--- src/rtl/mem_seq_pkg.sv ---
// rtl/mem_seq_pkg.sv - shared types and constants for the memory request sequencer
package mem_seq_pkg;

    localparam int DEF_DATA_W = 16;
    localparam int DEF_ADDR_W = 10;
    localparam int RSP_DEPTH  = 4;
    localparam int LOCK_QUAL  = 4;

    typedef enum logic [1:0] {
        WAIT_LOCK = 2'd0,
        CLEAR     = 2'd1,
        RUN       = 2'd2
    } seq_state_e;

endpackage

--- src/rtl/mem_seq_rsp_fifo.sv ---
// rtl/mem_seq_rsp_fifo.sv - small response FIFO holding read data until the consumer takes it
module mem_seq_rsp_fifo
    import mem_seq_pkg::*;
#(
    parameter  int W     = DEF_DATA_W,
    parameter  int DEPTH = RSP_DEPTH,
    localparam int CNT_W = $clog2(DEPTH + 1),
    localparam int PTR_W = $clog2(DEPTH)
) (
    input  logic             clk,
    input  logic             rst_n,
    input  logic             push,
    input  logic [W-1:0]     push_data,
    input  logic             pop,
    output logic [W-1:0]     pop_data,
    output logic             full,
    output logic             empty,
    output logic [CNT_W-1:0] count
);

    logic [W-1:0]     mem_q [DEPTH];
    logic [PTR_W-1:0] wr_ptr_q;
    logic [PTR_W-1:0] rd_ptr_q;
    logic [CNT_W-1:0] count_q;
    logic             do_push;
    logic             do_pop;

    assign do_push = push && !full;
    assign do_pop  = pop && !empty;

    always_ff @(posedge clk or negedge rst_n) begin
        if (!rst_n) begin
            for (int i = 0; i < DEPTH; i++) begin
                mem_q[i] <= '0;
            end
            wr_ptr_q <= '0;
            rd_ptr_q <= '0;
            count_q  <= '0;
        end else begin
            if (do_push) begin
                mem_q[wr_ptr_q] <= push_data;
                wr_ptr_q <= (wr_ptr_q == PTR_W'(DEPTH - 1)) ? '0 : wr_ptr_q + 1'b1;
            end
            if (do_pop) begin
                rd_ptr_q <= (rd_ptr_q == PTR_W'(DEPTH - 1)) ? '0 : rd_ptr_q + 1'b1;
            end
            // Simultaneous push and pop leaves the occupancy unchanged.
            if (do_push && !do_pop) begin
                count_q <= count_q + 1'b1;
            end else if (!do_push && do_pop) begin
                count_q <= count_q - 1'b1;
            end
        end
    end

    assign pop_data = mem_q[rd_ptr_q];
    assign full     = (count_q == CNT_W'(DEPTH));
    assign empty    = (count_q == '0);
    assign count    = count_q;

endmodule

--- src/rtl/mem_req_sequencer.sv ---
// rtl/mem_req_sequencer.sv - SRAM request sequencer: lock qualification, zero-fill, then credited request traffic
module mem_req_sequencer
    import mem_seq_pkg::*;
#(
    parameter int DATA_W  = DEF_DATA_W,
    parameter int ADDR_W  = DEF_ADDR_W,
    parameter int INIT_EN = 1
) (
    input  logic              clock,
    input  logic              reset_n,
    input  logic              pll_lock,
    input  logic              req_valid,
    output logic              req_ready,
    input  logic              req_write,
    input  logic [ADDR_W-1:0] req_addr,
    input  logic [DATA_W-1:0] req_wdata,
    output logic              rsp_valid,
    input  logic              rsp_ready,
    output logic [DATA_W-1:0] rsp_data,
    output logic              mem_chip_en,
    output logic              mem_wr_en,
    output logic              mem_rd_en,
    output logic [ADDR_W-1:0] mem_addr,
    output logic [DATA_W-1:0] mem_wr_data,
    input  logic [DATA_W-1:0] mem_rd_data,
    output logic              init_done,
    output logic              lock_lost
);

    localparam int                CNT_W     = $clog2(RSP_DEPTH + 1);
    localparam logic [CNT_W-1:0]  DEPTH_C   = CNT_W'(RSP_DEPTH);
    localparam int                LQ_W      = $clog2(LOCK_QUAL);
    localparam logic [LQ_W-1:0]   LOCK_LAST = LQ_W'(LOCK_QUAL - 1);

    seq_state_e        state_q;
    logic              lock_s1_q;
    logic              lock_s2_q;
    logic [LQ_W-1:0]   lock_cnt_q;
    logic [ADDR_W-1:0] clr_addr_q;
    logic              mem_chip_en_q;
    logic              mem_wr_en_q;
    logic              mem_rd_en_q;
    logic [ADDR_W-1:0] mem_addr_q;
    logic [DATA_W-1:0] mem_wr_data_q;
    logic              rd_cap_q;
    logic              init_done_q;
    logic              lock_lost_q;

    logic              req_fire;
    logic [CNT_W-1:0]  fifo_count;
    logic              fifo_full;
    logic              fifo_empty;
    logic [CNT_W-1:0]  used;

    // A read holds its credit from accept, through the macro and capture stages, until it is popped.
    assign used      = fifo_count + CNT_W'(mem_rd_en_q) + CNT_W'(rd_cap_q);
    assign req_ready = (state_q == RUN) && (used < DEPTH_C) && !fifo_full;
    assign req_fire  = req_valid && req_ready;

    always_ff @(posedge clock or negedge reset_n) begin
        if (!reset_n) begin
            state_q       <= WAIT_LOCK;
            lock_s1_q     <= 1'b0;
            lock_s2_q     <= 1'b0;
            lock_cnt_q    <= '0;
            clr_addr_q    <= '0;
            mem_chip_en_q <= 1'b0;
            mem_wr_en_q   <= 1'b0;
            mem_rd_en_q   <= 1'b0;
            mem_addr_q    <= '0;
            mem_wr_data_q <= '0;
            rd_cap_q      <= 1'b0;
            init_done_q   <= 1'b0;
            lock_lost_q   <= 1'b0;
        end else begin
            lock_s1_q     <= pll_lock;
            lock_s2_q     <= lock_s1_q;
            mem_chip_en_q <= 1'b0;
            mem_wr_en_q   <= 1'b0;
            mem_rd_en_q   <= 1'b0;
            rd_cap_q      <= mem_rd_en_q;
            if ((state_q != WAIT_LOCK) && !lock_s2_q) begin
                lock_lost_q <= 1'b1;
            end
            case (state_q)
                WAIT_LOCK: begin
                    if (!lock_s2_q) begin
                        lock_cnt_q <= '0;
                    end else if (lock_cnt_q == LOCK_LAST) begin
                        lock_cnt_q  <= '0;
                        state_q     <= (INIT_EN != 0) ? CLEAR : RUN;
                        init_done_q <= (INIT_EN == 0);
                    end else begin
                        lock_cnt_q <= lock_cnt_q + 1'b1;
                    end
                end
                CLEAR: begin
                    mem_chip_en_q <= 1'b1;
                    mem_wr_en_q   <= 1'b1;
                    mem_addr_q    <= clr_addr_q;
                    mem_wr_data_q <= '0;
                    clr_addr_q    <= clr_addr_q + 1'b1;
                    if (clr_addr_q == '1) begin
                        state_q     <= RUN;
                        init_done_q <= 1'b1;
                    end
                end
                RUN: begin
                    if (req_fire) begin
                        mem_chip_en_q <= 1'b1;
                        mem_wr_en_q   <= req_write;
                        mem_rd_en_q   <= !req_write;
                        mem_addr_q    <= req_addr;
                        if (req_write) begin
                            mem_wr_data_q <= req_wdata;
                        end
                    end
                end
                default: state_q <= WAIT_LOCK;
            endcase
        end
    end

    mem_seq_rsp_fifo #(
        .W     (DATA_W),
        .DEPTH (RSP_DEPTH)
    ) u_rsp_fifo (
        .clk       (clock),
        .rst_n     (reset_n),
        .push      (rd_cap_q),
        .push_data (mem_rd_data),
        .pop       (rsp_ready),
        .pop_data  (rsp_data),
        .full      (fifo_full),
        .empty     (fifo_empty),
        .count     (fifo_count)
    );

    assign rsp_valid   = !fifo_empty;
    assign mem_chip_en = mem_chip_en_q;
    assign mem_wr_en   = mem_wr_en_q;
    assign mem_rd_en   = mem_rd_en_q;
    assign mem_addr    = mem_addr_q;
    assign mem_wr_data = mem_wr_data_q;
    assign init_done   = init_done_q;
    assign lock_lost   = lock_lost_q;

endmodule

--- config.mk ---
export PLATFORM = sky130hd
export DESIGN_NAME = mem_req_sequencer
export DESIGN_NICKNAME = d
export VERILOG_FILES = /design/src/rtl/mem_seq_pkg.sv /design/src/rtl/mem_seq_rsp_fifo.sv /design/src/rtl/mem_req_sequencer.sv
export SDC_FILE = /design/constraint.sdc
export NUM_CORES = 1
export LEC_CHECK = 0
export BUFFER_PORTS_ARGS = -buffer_cell sky130_fd_sc_hd__buf_2
export CAP_MARGIN = 20
export CELL_PAD_IN_SITES_DETAIL_PLACEMENT = 1
export CELL_PAD_IN_SITES_GLOBAL_PLACEMENT = 1
export CORE_ASPECT_RATIO = 0.7
export CORE_MARGIN = 1
export CORE_UTILIZATION = 41
export DETAILED_ROUTE_END_ITERATION = 7
export GPL_ROUTABILITY_DRIVEN = 0
export PLACE_DENSITY_LB_ADDON = 0.1
export SLEW_MARGIN = 20
export SYNTH_ARGS = -nofsm -noshare
export SYNTH_HDL_FRONTEND = slang
export SYNTH_SLANG_ARGS = --single-unit
export TNS_END_PERCENT = 1
--- constraint.sdc ---
create_clock -name clock -period 2.1 [get_ports clock]
set_clock_uncertainty 0.1 [all_clocks]
set_input_delay 0.105 -clock clock [delete_from_list [all_inputs] [get_ports clock]]
set_output_delay 0.105 -clock clock [all_outputs]
set_load 0.05 [all_outputs]
# After elaboration in Yosys (flattened, before gate mapping)

Cells that the tools add are included.

Bits in latches: 0
Flip-flop bits (word level): 119
Output and inout bits: 49
Bits in writable memories: 0
Bits in read-only memories: 0
Memories kept: 0

Bitwise operators: 3
Multiplexer cells: 31
Reduce and logical (&&, ||, !) cells: 25
Order comparisons: 4
Add/sub/neg operators: 8
$mul: 0
Shift operators: 0
Equal/unequal tests: 12
Div/mod/pow operators: 0

Operator list:

| cell                                                             | count |
|---|---|
| 16-bit two-way mux                                               | 5 |
| 64-bit bitwise mux                                               | 1 |
| 16-bit binary-select mux with 2-bit select                       | 1 |
| 16-bit demux with 2-bit select                                   | 1 |
| 16-bit case mux with 2 select lines                              | 1 |
| 10-bit case mux with 2 select lines                              | 1 |
| 2-bit two-way mux                                                | 7 |
| 10-bit by 1-bit adder with 10-bit output (second input constant) | 1 |
| 10-bit == test (second input constant)                           | 1 |
| 10-bit two-way mux                                               | 1 |
| 2-bit inequality test (second input constant)                    | 5 |
| 1-bit logical AND                                                | 9 |
| 2-bit == test (second input constant)                            | 4 |
| 4-bit AND reduction                                              | 2 |
| 2-bit nonzero test                                               | 4 |
| 1-bit two-way mux                                                | 7 |
| 2-bit by 1-bit adder with 2-bit output (second input constant)   | 3 |
| 3-bit by 1-bit adder with 3-bit output                           | 2 |
| 3-bit greater-or-equal comparator (second input constant)        | 2 |
| 1-bit logical NOT                                                | 6 |
| 3-bit two-way mux                                                | 2 |
| 2-bit NOT with 3-bit output                                      | 2 |
| 1-bit case mux with 2 select lines                               | 3 |
| 2-bit case mux with 3 select lines                               | 1 |
| 11 further kinds                                                 | 11 |

# Logic depth before layout (Yosys ltp)

Gate-level depths: netlist of the first run.

Word-level depth: 8
Mapped depth: 9

# Cells and area by module

Synthesis of the first run repeated with hierarchy kept, for this count alone.

Cells, all modules: 452
Area, all modules: 5688.0 µm²

By module, submodules not included:

| module            | area each (µm²) | cells each | instances |
|---|---|---|---|
| mem_seq_rsp_fifo  | 3201.8          | 192        | 1 |
| mem_req_sequencer | 2486.1          | 260        | 1 |

# Worst setup path before layout of the first run

OpenSTA, ideal clock, no wires.

Path type: register to register
Start point: register u_rsp_fifo.count_q[2], in the netlist u_rsp_fifo.count[2]
End point: register u_rsp_fifo.count_q[2], in the netlist u_rsp_fifo.count[2]
Path buffers: 1
Arrival time: 2.316 ns
Slack: -0.395 ns
Clock period less this slack: 2.495 ns
Library setup time: 0.079 ns
Data required time: 1.921 ns
Stages on the path, launching flop included: 10
Cell sequence: dfrtp_1 > buf_6 > or3_2 > nand2_1 > ha_1 > inv_1 > fa_1 > xor2_1 > nor2_1 > xor2_1

Longest elaborated chain between the ends: 6
Elaborated cells on any way between the ends: 15
Classes of those cells: 2 x add/sub; 1 x eq/ne; 2 x mux; 10 x reduce/logical

Ends and longest elaborated chain:

| what                                                           | line                    | source |
|---|---|---|
| from (decl)                                                    | mem_seq_rsp_fifo.sv:24  | `logic [CNT_W-1:0] count_q;` |
| from (signal assigned)                                         | mem_seq_rsp_fifo.sv:49  | `count_q <= count_q + 1'b1;` |
| from (signal assigned)                                         | mem_seq_rsp_fifo.sv:51  | `count_q <= count_q - 1'b1;` |
| 3-bit logical NOT *                                            | mem_seq_rsp_fifo.sv:58  | `assign empty = (count_q == '0);` |
| 1-bit logical NOT *                                            | -                       |  |
| net rsp_valid                                                  | mem_req_sequencer.sv:17 | `output logic rsp_valid,` |
| 1-bit logical AND *                                            | mem_seq_rsp_fifo.sv:29  | `assign do_pop = pop && !empty;` |
| 1-bit logical NOT                                              | mem_seq_rsp_fifo.sv:48  | `if (do_push && !do_pop) begin` |
| 1-bit logical AND                                              | mem_seq_rsp_fifo.sv:48  |  |
| 3-bit two-way mux / 2-bit nonzero test (equally long branches) | -                       |  |

Mark *: on every way through the listed nets, which the timed path passes. The rest lies on a longest branch. The select of a mux whose other input is x is not followed.
A chain may end at the register's enable or synchronous reset.

# Worst setup path after layout of the first run

Start point: register u_rsp_fifo.count_q[0], in the netlist u_rsp_fifo.count[0]
End point: output req_ready

Longest elaborated chain between the ends: 5
Elaborated cells on any way between the ends: 7
Classes of those cells: 2 x add/sub; 1 x order compare; 1 x eq/ne; 3 x reduce/logical

Ends and longest elaborated chain:

| what                                                | line                    | source |
|---|---|---|
| 3-bit by 1-bit adder with 3-bit output (2 in a row) | mem_req_sequencer.sv:56 | `assign used = fifo_count + CNT_W'(mem_rd_en_q) + CNT_W'(rd_cap_q);` |
| 3-bit < comparator                                  | mem_req_sequencer.sv:57 | `assign req_ready = (state_q == RUN) && (used < DEPTH_C) && !fifo_full;` |
| 1-bit logical AND                                   | mem_req_sequencer.sv:57 |  |
| 1-bit logical AND *                                 | mem_req_sequencer.sv:57 |  |
| to (decl)                                           | mem_req_sequencer.sv:13 | `output logic req_ready,` |

Mark *: on every way between the ends. The rest lies on a longest branch, timed or not.

==> results of run 1 <==
[cells by family (layout without fill, tap and decap cells)]
group           Yosys count  in the layout  synth area share
mux                     121            121            0.2809
simple gates             58             58           0.05155
fa+ha+maj                13             13           0.03129
xor+xnor                 12             12           0.01933
buf+inv                  40            216           0.03566
flops                   119            119            0.5476
compound gates           23             23           0.03359
[Yosys cell counts]
master	n	area share
dfrtp_1	119	0.55
mux2_2	85	0.18
nand2_1	30	0.021
inv_1	23	0.016
mux2i_1	18	0.033
mux4_2	16	0.066
ha_1	12	0.028
xnor2_1	7	0.011
clkbuf_1	6	0.0041
nand3_1	6	0.0055
nor2_1	6	0.0041
buf_2	5	0.0046
buf_6	5	0.010
o21ai_0	5	0.0046
xor2_1	5	0.0081
a21oi_1	4	0.0037
nand2_4	3	0.0062
nand4_1	3	0.0035
nor3_1	3	0.0028
a21boi_0	2	0.0028
a21o_1	2	0.0028
mux2_4	2	0.0055
a211oi_1	1	0.0014
a21boi_2	1	0.0021
a21boi_4	1	0.0035
a21oi_2	1	0.0016
a311oi_1	1	0.0016
a31oi_4	1	0.0039
and3_1	1	0.0012
buf_1	1	0.00069
fa_1	1	0.0037
nand2b_1	1	0.0012
nor2_2	1	0.0012
nor2b_1	1	0.0012
o2111ai_1	1	0.0016
o211ai_1	1	0.0014
o21a_1	1	0.0014
o21bai_1	1	0.0014
or3_1	1	0.0012
or3_2	1	0.0014
or3b_1	1	0.0016
[final cells by class]
type,count,area share
multi-input combinational,227,0.3151
clock buffer,20,0.06230
sequential,119,0.4064
inverter,23,0.01178
timing repair buffer,161,0.1596
tap,162,0.02765
clock inverter,12,0.01724
[report_power, final]
group          switching (W)  leakage, nW  internal (W)
Combinational       0.000684         1.89      0.000517
Sequential          0.000160         1.51       0.00249
Clock                0.00107        0.274       0.00180
Total                0.00191         3.68       0.00481
[flip-flops by register name, indices dropped and copies added, names as in the netlist]
register             count
state_q                  2
u_rsp_fifo.count         3
rd_cap_q                 1
lock_s1_q                1
clr_addr_q              10
init_done                1
lock_lost                1
u_rsp_fifo.rd_ptr_q      2
mem_rd_en                1
lock_cnt_q               2
mem_chip_en              1
lock_s2_q                1
mem_wr_data             16
u_rsp_fifo.wr_ptr_q      2
mem_wr_en                1
mem_addr                10
u_rsp_fifo.mem_q        64
[final timing paths]
kind	start	endpoint	depth (start not counted)
max	u_rsp_fifo.count[0]$_DFFE_PN0P_	req_ready	5
min	reset_n	mem_addr[6]$_DFFE_PN0P_	2
max reg2reg	u_rsp_fifo.count[0]$_DFFE_PN0P_	mem_wr_data[10]$_DFFE_PN0P_	7
min reg2reg	lock_s1_q$_DFF_PN0_	lock_s2_q$_DFF_PN0_	0
max in group asynchronous	reset_n	u_rsp_fifo.mem_q[38]$_DFFE_PN0P_	3
min in group clock	pll_lock	lock_s1_q$_DFF_PN0_	2
[per-layer routing]
layer / track usage / routed length [um] / share of wire
met1: 0.2884 / 6210 / 0.48
met2: 0.3162 / 6080 / 0.47
met3: 0.05346 / 466 / 0.036
met4: 0.07354 / 142 / 0.011
met5: 0 / 0 / 0
[what timing repair did]
| item | 4_1_cts | 5_1_grt |
|---|---|---|
| setup endpoints to repair | 1 | 2 |
| pin swaps | 1 | 4 |
| setup buffers | 1 | 2 |
| endpoints found under the hold margin | 215 | 0 |
| hold buffers | 47 | 0 |
| gates resized for setup | 4 | 1 |
[through the flow]
stage          worst slack [ps]  hold slack (ps)
2_1_floorplan            -27.90           -290.6
3_3_place_gp              101.0           -86.66
3_5_place_dp              53.20           -84.03
4_1_cts                   10.44            11.76
5_1_grt                  -33.28            43.12
6_report                  58.14            25.23
==> run_results.csv, run 1 <==
group,metric,value,unit
layout,seqCellArea,0.002979,mm^2
placed_design,postPlaceCellArea,0.006237,mm^2
layout,layoutNonFillerInstCount,724,
critical_path,crit_type,"flip-flop to output port",
pwr,max-vdd-ir-drop,0.0005317,V
layout,diodes,0,
cts,h-tree-depth,4,
sta,finalSetupViolations,0,
global_route,grt_pass1_vias,4013,
placed_design,port_buffers,96,
global_route,grt_pass1_wl,21670,um
min_path,hp-class,"primary input to asynchronous set/reset pin",
placed_design,hpwl,8172,um
layout,drive_above_1_share,0.4698,
critical_path,crit_required,1890,ps
drt,routed_wl,12900,um
logic_synthesis,syn_area,0.005438,mm^2
pwr,total_power,0.006721,W
die,die-width,139.6,um
sta,slew_headroom,0.7744,
sta,hold_viol,0,
cts,cts-root-buf,"clkbuf_16",
critical_path,path_delay_family,"flip-flops",
layout,final_cell_mix,"dfrtp_1, buf_2, mux2_2",
die,design.core.area,0.01268,mm^2
critical_path,crit_fanout,3,
die,ios,97,
global_route,track_usage,0.2076,
cts,clockBufferDepth,2,
sta,rsz0062_at_grt,"yes",
logic_synthesis,yosysSeqAreaShare,0.5476,
layout,area_growth,34.81,%
critical_path,crit_chain,"ha_1 > a21o_1 > nor2b_4 > o21a_1 > buf_6",
drt,drc,0,
pwr,power.density,916.8,mW/mm^2
critical_path,path_buf_inv,1,
sta,fmax,489.7,MHz
cts,tritoncts,"built",
global_route,antenna_found_initial,0,
layout,multi_input_area,0.002310,mm^2
drt,wl_per_cell,17.82,um
sta,finalSetupTns,0,ps
global_route,grt_overflow,0,
layout,design_area,0.007331,mm^2
pwr,p_leak,3.675,nW
logic_synthesis,synthCells,386,
logic_synthesis,synth.distinct_cells,41,
critical_path,crit_arrival,1840,ps
logic_synthesis,syn_nets,447,
sta,slew_violations,0,
drt,postRouteAntennaNets,0,
die,rows,34,
die,dieArea,0.01373,mm^2
sta,min_period_over_period,0.9723,
flow_run,maxCapViolCount,0,
layout,fin_util,0.5783,
drt,vias,3650,
critical_path,slowest_delay,410,ps
critical_path,rrSetupSlack,80,ps
placed_design,place_inst,642,
critical_path,cpMaxStageDelayCell,"dfrtp_2",
sta,finalCriticalPeriod,2042,ps
layout,fin_nets,610,
logic_synthesis,synth_area_per_cell,14.09,um^2
die,die_y,98.36,um
critical_path,critPathCaptureType,"output port",
logic_synthesis,ys_ff_latch,119,
critical_path,critPathLaunchType,"flip-flop",
drt,avgViaCountPerCell,5.041,
cts,clk_pin_slew,50,ps
die,initial_core_util,0.4289,
cts,numCtsBuffers,17,
drt,drt_pre_antenna_iters,4,
layout,layout_commonest_cell,"dfrtp_1",
drt,drt_iter0_markers,120,
sta,worst_pin_slew,338.4,ps
logic_synthesis,synth_warnings,0,
cts,cts.sinks,119,
layout,fillers,1291,
cts,clock_latency,410,ps
run_status,status,"finished, final reports clean",
global_route,grt_max_degree,53,
(Power assumes the default switching activity.)
==> run 2: changes to the inputs <==
--- a/config.mk
+++ b/config.mk
@@ -11,7 +11,8 @@
 export CELL_PAD_IN_SITES_GLOBAL_PLACEMENT = 1
 export CORE_ASPECT_RATIO = 0.7
 export CORE_MARGIN = 1
-export CORE_UTILIZATION = 41
+export CORE_UTILIZATION = 45
+export CTS_BUF_LIST = sky130_fd_sc_hd__clkbuf_8
 export DETAILED_ROUTE_END_ITERATION = 7
 export GPL_ROUTABILITY_DRIVEN = 0
 export PLACE_DENSITY_LB_ADDON = 0.1
==> constraint.sdc (replaced) <==
create_clock -name clock -period 2.55 [get_ports clock]
set_clock_uncertainty 0.1 [all_clocks]
set_input_delay 0.1275 -clock clock [delete_from_list [all_inputs] [get_ports clock]]
set_output_delay 0.1275 -clock clock [all_outputs]
set_load 0.05 [all_outputs]
==> run 2 against run 1 <==
Compared with the run above:
- hold slack improved by 90 ps
- clock power fell by 43%
- global-route usage rose by 0.51 points
- via count fell by 1.3%
- flip-flop and latch count did not move
- routed wire length fell by 8.1%
- sequential share of layout area rose by 2.1 points
- critical path type unchanged
- largest cell class unchanged
==> run_results.csv, run 2 (synthesis results as in run 1) <==
group,metric,value,unit
placed_design,port_buffers,96,
sta,finalSetupTns,0,ps
cts,cts-root-buf,"clkbuf_8",
critical_path,crit_type,"flip-flop to output port",
sta,rsz0062_at_grt,"no",
drt,wl_per_cell,16.62,um
min_path,hp-class,"primary input to asynchronous set/reset pin",
sta,fmax,419.4,MHz
sta,finalCriticalPeriod,2385,ps
global_route,grt_overflow,0,
pwr,max-vdd-ir-drop,0.0002944,V
sta,slew_headroom,0.5576,
layout,multi_input_area,0.002272,mm^2
sta,min_period_over_period,0.9351,
cts,clock_latency,430,ps
drt,postRouteAntennaNets,0,
cts,cts_setup_buffers,0,
pwr,power.density,680.9,mW/mm^2
cts,tritoncts,"built",
drt,drt_iter0_markers,122,
global_route,grt_max_degree,41,
die,die_y,93.97,um
global_route,track_usage,0.2127,
die,dieArea,0.01253,mm^2
drt,drt_pre_antenna_iters,4,
critical_path,crit_chain,"ha_1 > a21o_1 > a21oi_1 > o21a_1 > buf_2",
die,initial_core_util,0.4637,
critical_path,slowest_delay,460,ps
die,design.core.area,0.01173,mm^2
drt,vias,3603,
placed_design,pre_cts_ws,237.3,ps
cts,h-tree-depth,4,
drt,avgViaCountPerCell,5.053,
layout,drive_above_1_share,0.4514,
critical_path,crit_fanout,5,
sta,hold_viol,0,
critical_path,crit_arrival,2160,ps
global_route,grt_pass1_vias,3909,
die,die-width,133.4,um
flow_run,maxCapViolCount,0,
layout,diodes,0,
global_route,grt_pass1_wl,20050,um
sta,finalWorstSetupSlack,165.4,ps
cts,clockBufferDepth,2,
layout,largest_reg_flops,64,
critical_path,critPathCaptureType,"output port",
drt,routed_wl,11850,um
global_route,antenna_found_initial,0,
layout,fin_nets,604,
layout,final_cell_mix,"dfrtp_1, buf_2, mux2_2",
layout,regMostFlops,"u_rsp_fifo.mem_q",
run_status,status,"finished, final reports clean",
sta,slew_violations,0,
cts,clk_pin_slew,70,ps
cts,numCtsBuffers,17,
sta,worst_pin_slew,663.6,ps
layout,layout_commonest_cell,"dfrtp_1",
critical_path,cpMaxStageDelayCell,"dfrtp_1",
sta,finalSetupViolations,0,
pwr,p_leak,3.545,nW
critical_path,crit_required,2320,ps
layout,fillers,1187,
cts,cts.sinks,119,
layout,seqCellArea,0.002978,mm^2
die,rows,33,
layout,area_growth,28.26,%
drt,drc,0,
placed_design,hpwl,7711,um
critical_path,critPathLaunchType,"flip-flop",
die,ios,97,
-- run 2: metrics by stage --
stage                     area, um^2  std cells  total power (W)  hold slack [ps]    util
after global placement          6111        633         0.003046            44.05  0.5211
after global routing            6974        713         0.004992            137.7  0.5948
after CTS                       6974        713         0.004812            106.2  0.5948
after detailed placement        6111        633         0.003077            43.52  0.5211
final                           6974        713         0.004748            115.6  0.5948
after floorplan                 5438        386         0.002805           -268.1       -
-- run 2: worst paths after layout --
| check | start | to | slack (ps) | cells past startpoint |
|---|---|---|---|---|
| hold / removal | reset_n | clr_addr_q[3]$_DFFE_PN0P_ | 120 | 2 |
| max in group asynchronous | reset_n | mem_wr_data[11]$_DFFE_PN0P_ | 1520 | 3 |
| setup reg to reg | u_rsp_fifo.count[0]$_DFFE_PN0P_ | u_rsp_fifo.count[2]$_DFFE_PN0P_ | 230 | 8 |
| setup / recovery | u_rsp_fifo.count[0]$_DFFE_PN0P_ | req_ready | 170 | 5 |
| hold reg to reg | lock_s1_q$_DFF_PN0_ | lock_s2_q$_DFF_PN0_ | 260 | 0 |
| min in group clock | lock_s1_q$_DFF_PN0_ | lock_s2_q$_DFF_PN0_ | 260 | 0 |
-- run 2: critical path: cells and delay by family, from the launching register on --
| family | cells | cell delay (ps) |
|---|---|---|
| AOI/OAI and AO/OA | 3 | 720 |
| DFF | 1 | 460 |
| adders and majority gates | 1 | 300 |
| buffers and inverters | 1 | 260 |
-- run 2: layer usage --
| metal | track usage | wire length [um] | share of wire | vias up |
|---|---|---|---|---|
| li1 | - | - | - | 1678 |
| met1 | 0.2830 | 5609 | 0.47 | 1835 |
| met2 | 0.3385 | 5658 | 0.48 | 78 |
| met3 | 0.05933 | 481 | 0.041 | 12 |
| met4 | 0.06629 | 102 | 0.0086 | 0 |
| met5 | 0 | 0 | 0 | - |
-- run 2: layout make-up --
class                      instances  share of cell area
sequential                       119              0.4270
clock buffer                      18             0.03552
inverter                          23             0.01238
tap                              157             0.02817
multi-input combinational        227              0.3258
timing repair buffer             155              0.1518
clock inverter                    14             0.01938
-- run 2: repair_timing --
action                     4_1_cts  5_1_grt
setup endpoints to repair        0        0
gates resized for setup          0        0
hold buffers                    48        0
hold endpoints to repair       169        0
-- run 2: where the power goes --
group	internal (W)	switching, W	leakage [nW]
clock network	0.000882	0.000768	0.199
registers	0.00205	0.000130	1.52
logic	0.000375	0.000545	1.83
total	0.00330	0.00144	3.55
